### src/rtl/buck_ctrl_pkg.sv
// Shared types and defaults for the buck gate-drive controller.
package buck_ctrl_pkg;
  localparam int DEF_PERIOD    = 200;
  localparam int DEF_DEAD_TIME = 4;

  typedef enum logic [2:0] {IDLE, HS_ON, DT_HL, LS_ON, DT_LH} buck_ctrl_state_t;

  function automatic logic [31:0] clamp_duty(input logic [31:0] d, input logic [31:0] dmax);
    return (d > dmax) ? dmax : d;
  endfunction
endpackage

### src/rtl/pwm_period_cnt.sv
// Switching-period counter: wraps 0..PERIOD-1 while enabled, parks at 0 otherwise.
module pwm_period_cnt import buck_ctrl_pkg::*; #(
  parameter int PERIOD    = DEF_PERIOD,
  parameter int CNT_WIDTH = 16
) (
  input  logic                 clk,
  input  logic                 rst,
  input  logic                 en,
  output logic [CNT_WIDTH-1:0] cnt,
  output logic                 period_start,
  output logic                 eop
);
  logic run;

  // eop: the coming edge opens a new period (wrap, or first edge after en rises)
  assign eop = en && (!run || (cnt == CNT_WIDTH'(PERIOD-1)));

  always_ff @(posedge clk or posedge rst) begin
    if (rst) begin
      run          <= 1'b0;
      cnt          <= '0;
      period_start <= 1'b0;
    end else if (!en) begin
      run          <= 1'b0;
      cnt          <= '0;
      period_start <= 1'b0;
    end else begin
      run          <= 1'b1;
      period_start <= eop;
      cnt          <= eop ? '0 : cnt + 1'b1;
    end
  end
endmodule

### src/rtl/buck_pwm_ctrl.sv
// Buck gate-drive FSM: fixed-period PWM with dead time, diode emulation and
// cycle-by-cycle current limit. hs/ls decode straight from the state register.
module buck_pwm_ctrl import buck_ctrl_pkg::*; #(
  parameter int PERIOD    = DEF_PERIOD,
  parameter int DEAD_TIME = DEF_DEAD_TIME,
  parameter int CNT_WIDTH = 16,
  parameter int I_WIDTH   = 16
) (
  input  logic                      clk,
  input  logic                      rst,
  input  logic                      en,
  input  logic [CNT_WIDTH-1:0]      duty,
  input  logic signed [I_WIDTH-1:0] i_ind,
  input  logic signed [I_WIDTH-1:0] ls_thresh,
  input  logic signed [I_WIDTH-1:0] i_limit,
  output logic                      hs,
  output logic                      ls,
  output logic                      ls_en,
  output logic                      period_start,
  output logic                      ilim_trip
);
  localparam logic [CNT_WIDTH-1:0] DMAX    = CNT_WIDTH'(PERIOD - 2*DEAD_TIME);
  localparam logic [CNT_WIDTH-1:0] LH_AT   = CNT_WIDTH'(PERIOD - DEAD_TIME - 1);
  localparam logic [CNT_WIDTH-1:0] DT_LAST = CNT_WIDTH'(DEAD_TIME - 1);

  buck_ctrl_state_t     state;
  logic [CNT_WIDTH-1:0] cnt, dt_cnt, duty_eff, duty_clamp;
  logic                 eop, oc, de;

  pwm_period_cnt #(.PERIOD(PERIOD), .CNT_WIDTH(CNT_WIDTH)) u_cnt (
    .clk(clk), .rst(rst), .en(en),
    .cnt(cnt), .period_start(period_start), .eop(eop)
  );

  assign duty_clamp = CNT_WIDTH'(clamp_duty(32'(duty), 32'(DMAX)));
  assign oc = (i_ind >= i_limit);
  assign de = (i_ind <= ls_thresh);
  assign hs = (state == HS_ON);
  assign ls = (state == LS_ON);

  always_ff @(posedge clk or posedge rst) begin
    if (rst) begin
      state     <= IDLE;
      dt_cnt    <= '0;
      duty_eff  <= '0;
      ls_en     <= 1'b0;
      ilim_trip <= 1'b0;
    end else if (!en) begin
      state     <= IDLE;
      dt_cnt    <= '0;
      ls_en     <= 1'b0;
      ilim_trip <= 1'b0;
    end else if (eop) begin
      // duty is latched here so it is already in force on the cnt==0 cycle
      duty_eff  <= duty_clamp;
      ls_en     <= 1'b1;
      ilim_trip <= 1'b0;
      dt_cnt    <= '0;
      state     <= (duty_clamp == '0) ? DT_HL : HS_ON;
    end else begin
      if ((state == DT_HL || state == LS_ON) && de) ls_en <= 1'b0;
      if (state == HS_ON && oc) ilim_trip <= 1'b1;
      if (state != IDLE && cnt == LH_AT) begin
        state <= DT_LH;
      end else begin
        case (state)
          HS_ON: if (oc || cnt == duty_eff - 1'b1) begin
            state  <= DT_HL;
            dt_cnt <= '0;
          end
          DT_HL: begin
            if (dt_cnt != DT_LAST) dt_cnt <= dt_cnt + 1'b1;
            else if (ls_en && !de) state <= LS_ON;
          end
          LS_ON: if (de) begin
            state  <= DT_HL;
            dt_cnt <= '0;
          end
          default: ;
        endcase
      end
    end
  end
endmodule

### config.mk
export PLATFORM = sky130hd
export DESIGN_NAME = buck_pwm_ctrl
export DESIGN_NICKNAME = d
export VERILOG_FILES = /design/src/rtl/buck_ctrl_pkg.sv /design/src/rtl/pwm_period_cnt.sv /design/src/rtl/buck_pwm_ctrl.sv
export SDC_FILE = /design/constraint.sdc
export NUM_CORES = 1
export LEC_CHECK = 0
export ABC_AREA = 1
export CORE_MARGIN = 5
export CORE_UTILIZATION = 40
export CTS_BUF_LIST = sky130_fd_sc_hd__clkbuf_8 sky130_fd_sc_hd__clkbuf_16
export DETAILED_ROUTE_END_ITERATION = 10
export PLACE_DENSITY = 0.59
export SYNTH_ARGS = -nofsm -noshare
export SYNTH_HDL_FRONTEND = slang
export SYNTH_SLANG_ARGS = --single-unit
### constraint.sdc
create_clock -name clk -period 2.6 [get_ports clk]
set_input_delay 0.26 -clock clk [delete_from_list [all_inputs] [get_ports clk]]
set_output_delay 0.26 -clock clk [all_outputs]
set_load 0.03 [all_outputs]
==> flow_summary.json, run 1 <==
{
  "maxCapViolCount": 0,
  "slew_viol_final": 0,
  "timing.fmax_mhz": 444,
  "synthArstFlopShare_pct": 100,
  "cts_tree": "yes",
  "rsz0062_at_grt": "no",
  "die_y_um": 114,
  "drive_above_1_share_pct": 7.53,
  "synth_edf_count": 0,
  "grtUsageTotal_pct": 17.1,
  "end_kind": "register",
  "dp_slack_ns": -0.00551,
  "grt_max_degree": 30,
  "yosysWarnings": 0,
  "viasPerCell": 4.82,
  "skew_ns": 0.0135,
  "row_count": 38,
  "synth_top_flop_cell": "dfrtp_1",
  "final_area_um2": 5320,
  "gp_congestion": 0.856,
  "detail_route.wl_per_cell_um": 12.9,
  "drc": 0,
  "routed_wirelength_um": 10800,
  "synth_nets": 713,
  "outcome": "finished, final reports clean",
  "grt_pass1_vias": 3995,
  "fp.coreArea_um2": 10700,
  "root_buffer": "clkbuf_8",
  "ant_nets": 0,
  "ir_drop_v": 0.000221,
  "antenna_found_initial": 0,
  "period_share_pct": 86.6,
  "cts.hold.buffers_added": 0,
  "nFillCells": 1064,
  "rrSetupSlack_ns": 0.41,
  "worstSetupStartpointType": "primary input",
  "cp.required_ns": 2.82,
  "dieArea_um2": 13000,
  "holdWs_ns": 0.347,
  "nets": 792,
  "cts.clk_slew.worst_paths_ns": 0.11,
  "yosysSeqAreaShare_pct": 31.9,
  "start_util_pct": 40.4,
  "worstSkewPairLatency_ns": 0.33,
  "fin_util_pct": 49.7,
  "drtPass1Iterations": 4,
  "grt_pass1_wl_um": 18300,
  "clkSinkCount": 55,
  "syn_area_um2": 4320,
  "fin_ws_ns": 0.348,
  "rr_startpoint": "duty_eff[0]$_DFFE_PP0P_",
  "tns_ns": 0,
  "ys_ff_latch": 55,
  "timing.final.crit_period_ns": 2.25,
  "dp_hpwl_um": 8700,
  "port-buffer-count": 71,
  "synth_top_area_share_pct": 31.9,
  "n_antenna_cell": 0,
  "multi_input_area_um2": 2530,
  "synthTopCellsByArea": "dfrtp_1 (32%), nand2_1 (13%), ha_1 (10%), inv_1 (8.3%), nor2_1 (6.6%)",
  "regArea_um2": 1380,
  "gr-total-overflow": 0,
  "tightestPinTransition_ns": 0.673,
  "vias": 4008,
  "synth.distinct_cells": 40,
  "arrival_ns": 2.47,
  "cts_htree_levels": 2,
  "reg2reg_to": "dt_cnt[6]$_DFFE_PP0P_",
  "finalSetupViolCount": 0,
  "place_area_um2": 5200,
  "crit_path_max_fanout": 4,
  "p_leak_nw": 2.63,
  "min_path_type": "in -> async",
  "maxSlewHeadroom_pct": 55.1,
  "die_x_um": 114,
  "powerDensity_nw_per_um2": 345,
  "synth_cells": 611,
  "area_delta_synth_final_pct": 23.2,
  "io_pins": 72,
  "r2r_cells": 15,
  "cts.path.max_buffers": 2,
  "hold_viol": 0,
  "cts_buffers": 5,
  "syn_avg_cell_area_um2": 7.07,
  "drt_iter0_markers": 189,
  "path_class": "in -> reg",
  "synth_top_area_cell": "dfrtp_1"
}
==> final cells by class <==
cell class	instances	area share, %
Timing Repair Buffer	77	14.2
Sequential cell	55	25.9
Multi-Input combinational cell	451	47.6
Inverter	100	7.05
Clock buffer	7	1.81
Clock inverter	1	0.141
Tap cell	140	3.29
==> per-stage QoR <==
step / total power [mW] / cells
finish: 1.84 / 831
global route: 1.95 / 831
CTS: 1.87 / 830
detailed placement: 1.32 / 822
global placement: 1.31 / 822
floorplan: 1.13 / 611
==> metal layers <==
metal | vias to the layer above | wire length, um | GRT usage, %
met5 | - | 0 | 0
met4 | 0 | 211 | 6.02
met3 | 14 | 574 | 3.55
met2 | 97 | 5080 | 30.0
met1 | 1788 | 4900 | 20.8
li1 | 2109 | - | -
==> registers in the layout (all words and copies together), names as in the netlist <==
signal,cells
dt_cnt,16
duty_eff,16
ilim_trip,1
ls_en,1
state,3
u_cnt.cnt,16
u_cnt.period_start,1
u_cnt.run,1
==> critical path, cell delays in order <==
cell	delay, ns
clkdlybuf4s50_1	0.46
inv_1	0.04
ha_1	0.28
nand2_1	0.07
nor4_1	0.33
nand2_1	0.12
nand3_1	0.08
nand2_1	0.05
nor2_1	0.18
nand3_2	0.19
nand3_1	0.20
nand2_1	0.09
nand2_1	0.07
nand2_1	0.05
==> cells in the mapped netlist, types with 9 or more instances <==
library cell  instances
inv_1                96
ha_1                 35
o21ai_1               9
nand3b_1              9
xnor2_1              10
nand2_1             149
a21oi_1              27
nor2_1               76
o21ai_0              14
nand4_1              13
xor2_1               16
dfrtp_1              55
nand3_1              35
==> layout by cell type (no fill, tap or decap), drive strengths merged, types with 11 or more instances in the layout <==
master,count
nor3,11
clkdlybuf4s50,71
inv,100
nand4,13
ha,35
a21oi,27
o21ai,30
nor2,85
dfrtp,55
xor2,16
nand3,39
nand2,153
==> where the power goes <==
part	leakage, nW	total, mW	internal (mW)	switching, mW
clock network	0.0505	0.537	0.243	0.294
logic	1.83	0.418	0.193	0.225
registers	0.752	0.881	0.868	0.0124
total	2.63	1.84	1.30	0.532
==> worst max path at each step <==
stage	slack [ns]	to	cells past startpoint	start
floorplan	0.60	dt_cnt[4]$_DFFE_PP0P_	8	state[2]$_DFFE_PP0P_
global placement	0.06	dt_cnt[9]$_DFFE_PP0P_	16	ls_thresh[15]
detailed placement	-0.006	dt_cnt[6]$_DFFE_PP0P_	13	i_limit[15]
CTS	0.29	dt_cnt[6]$_DFFE_PP0P_	15	duty_eff[0]$_DFFE_PP0P_
global route	0.01	state[0]$_DFFE_PP0P_	18	i_limit[1]
finish	0.35	state[0]$_DFFE_PP0P_	14	i_limit[15]
==> timing repair <==
item	CTS	global route
endpoints found under the setup margin	0	16
gates resized for setup	0	2
buffers inserted	0	0
==> logic make-up after synthesis <==
group / synth area share, %
and+or+nand+nor: 33.8
buffers and inverters: 9.91
AOI/OAI and AO/OA: 8.98
DFF: 31.9
adders and majority gates: 10.1
xor gates and xnor gates: 5.27
Note: power is estimated with default switching activity, not from simulation.
==> run 2, diff against run 1 <==
Settings changed: TNS_END_PERCENT from default to 10.
==> run 2 against run 1 <==
Compared with the run above:
- first-iteration DRC count is 4.2% lower
- flip-flop and latch count stayed put
- combinational power is 1% lower
- routed wire length is 1.1% lower
- maximum frequency is 0.46% higher
- design area is 0.14% lower
- hold slack better by 0.00060 ns
- sequential share of layout area hardly changed
- die area stayed put
- final cell count is 0.12% lower
- clock-buffer cell count stayed put
- critical path type unchanged
- highest routed layer unchanged
==> flow_summary.json, run 2 (synthesis results as in run 1) <==
{
  "outcome": "finished, final reports clean",
  "r2r_cells": 15,
  "grt_max_degree": 30,
  "grtUsageTotal_pct": 17.1,
  "gr-total-overflow": 0,
  "root_buffer": "clkbuf_8",
  "drive_above_1_share_pct": 7.39,
  "grt_pass1_wl_um": 18300,
  "antenna_found_initial": 0,
  "final_cell_mix": "nand2_1 (149), inv_1 (95), nor2_1 (76), clkdlybuf4s50_1 (71), dfrtp_1 (55)",
  "worst_path_largest_cell_delay_ns": 0.46,
  "hold_viol": 0,
  "dp_slack_ns": -0.00551,
  "vias": 3988,
  "end_kind": "register",
  "row_count": 38,
  "arrival_ns": 2.48,
  "cts_htree_levels": 2,
  "slew_viol_final": 0,
  "timing.critical_path.max_delay_family": "simple AND/OR/NAND/NOR gates",
  "maxSlewHeadroom_pct": 55.4,
  "cts.clk_slew.worst_paths_ns": 0.10,
  "final_common_cell": "nand2_1",
  "die_x_um": 114,
  "cp.depth": 13,
  "fin_ws_ns": 0.358,
  "area_delta_synth_final_pct": 23.0,
  "fp.coreArea_um2": 10700,
  "tightestPinTransition_ns": 0.668,
  "p_leak_nw": 2.62,
  "cp_common_cell": "nand2_1",
  "start_util_pct": 40.4,
  "detail_route.wl_per_cell_um": 12.8,
  "port-buffer-count": 71,
  "clkSinkCount": 55,
  "cts_buffers": 5,
  "drc": 0,
  "skew_ns": 0.0117,
  "tns_ns": 0,
  "timing.fmax_mhz": 446,
  "finalSetupViolCount": 0,
  "ir_drop_v": 0.000220,
  "post_cts.repair.setup_buffers": 0,
  "cts.hold.buffers_added": 0,
  "worstSetupStartpointType": "primary input",
  "fin_cells": 830,
  "n_antenna_cell": 0,
  "nets": 791,
  "path_class": "in -> reg",
  "top_regs": "dt_cnt (16), duty_eff (16), u_cnt.cnt (16)",
  "min_path_type": "in -> async",
  "cts.path.max_buffers": 2,
  "gp_congestion": 0.856,
  "crit_buf_inv": 2,
  "worstSkewPairLatency_ns": 0.32,
  "power_mw": 1.83,
  "io_pins": 72,
  "timing.final.crit_period_ns": 2.24,
  "crit_path_top_delay_cell": "clkdlybuf4s50_1",
  "cts_resized": 0,
  "dpl.cell_count": 822,
  "crit_path_max_fanout": 23,
  "drtPass1Iterations": 4,
  "cp.required_ns": 2.84,
  "viasPerCell": 4.80,
  "die_y_um": 114,
  "powerDensity_nw_per_um2": 344,
  "holdWs_ns": 0.348,
  "dp_hpwl_um": 8700,
  "cts_tree": "yes",
  "drt_iter0_markers": 181,
  "worstPathCellList": "clkdlybuf4s50_1 -> inv_1 -> ha_1 -> nand2_1 -> nor4_1 -> nand2_1 -> nand3_1 -> nand2_1 -> nor2_1 -> nand3_2 -> nand3_4 -> nand2_1 -> o21ai_1",
  "rsz0062_at_grt": "no",
  "ant_nets": 0,
  "dieArea_um2": 13000,
  "routed_wirelength_um": 10600,
  "grt_pass1_vias": 3995,
  "period_share_pct": 86.2,
  "maxCapViolCount": 0
}
-- run 2: area by class of cell --
cell class                      count  area, um2
Fill cell                        1060       5380
Multi-Input combinational cell    450       2530
Sequential cell                    55       1380
Timing Repair Buffer               77        756
Inverter                          100        375
Tap cell                          140        175
Clock buffer                        7       96.3
Clock inverter                      1       7.51
-- run 2: final timing paths --
path	startpoint	to	slack [ns]
setup / recovery	i_limit[15]	dt_cnt[6]$_DFFE_PP0P_	0.36
hold / removal	rst	dt_cnt[1]$_DFFE_PP0P_	0.35
setup reg to reg	duty_eff[0]$_DFFE_PP0P_	dt_cnt[6]$_DFFE_PP0P_	0.36
hold reg to reg	duty_eff[15]$_DFFE_PP0P_	duty_eff[15]$_DFFE_PP0P_	0.51
max in group asynchronous	rst	u_cnt.cnt[12]$_DFF_PP0_	1.59
min in group clk	en	u_cnt.run$_DFF_PP0_	0.50
-- run 2: per-stage QoR --
step	util [%]	cell area [um2]
finish	49.7	5310
global route	49.7	5310
CTS	49.6	5300
detailed placement	48.6	5200
global placement	48.6	5200
floorplan	-	4320
-- run 2: metal layers --
metal	share of wire [%]	track usage, %	vias to the layer above
li1	-	-	2106
met1	46	20.8	1771
met2	47	30.0	95
met3	5.4	3.55	16
met4	2.0	6.02	0
met5	0	0	-
-- run 2: power by group --
group	switching, mW	leakage (nW)	internal (mW)
logic	0.221	1.82	0.192
clock network	0.292	0.0505	0.243
registers	0.0124	0.752	0.868
-- run 2: worst register-to-register path: cells and delay by family (launching register included) --
family | cells | cell delay (ns)
AOI/OAI and AO/OA | 1 | 0.08
adders and majority gates | 1 | 0.19
DFF | 1 | 0.37
buffers and inverters | 1 | 0.16
and+or+nand+nor | 12 | 1.32
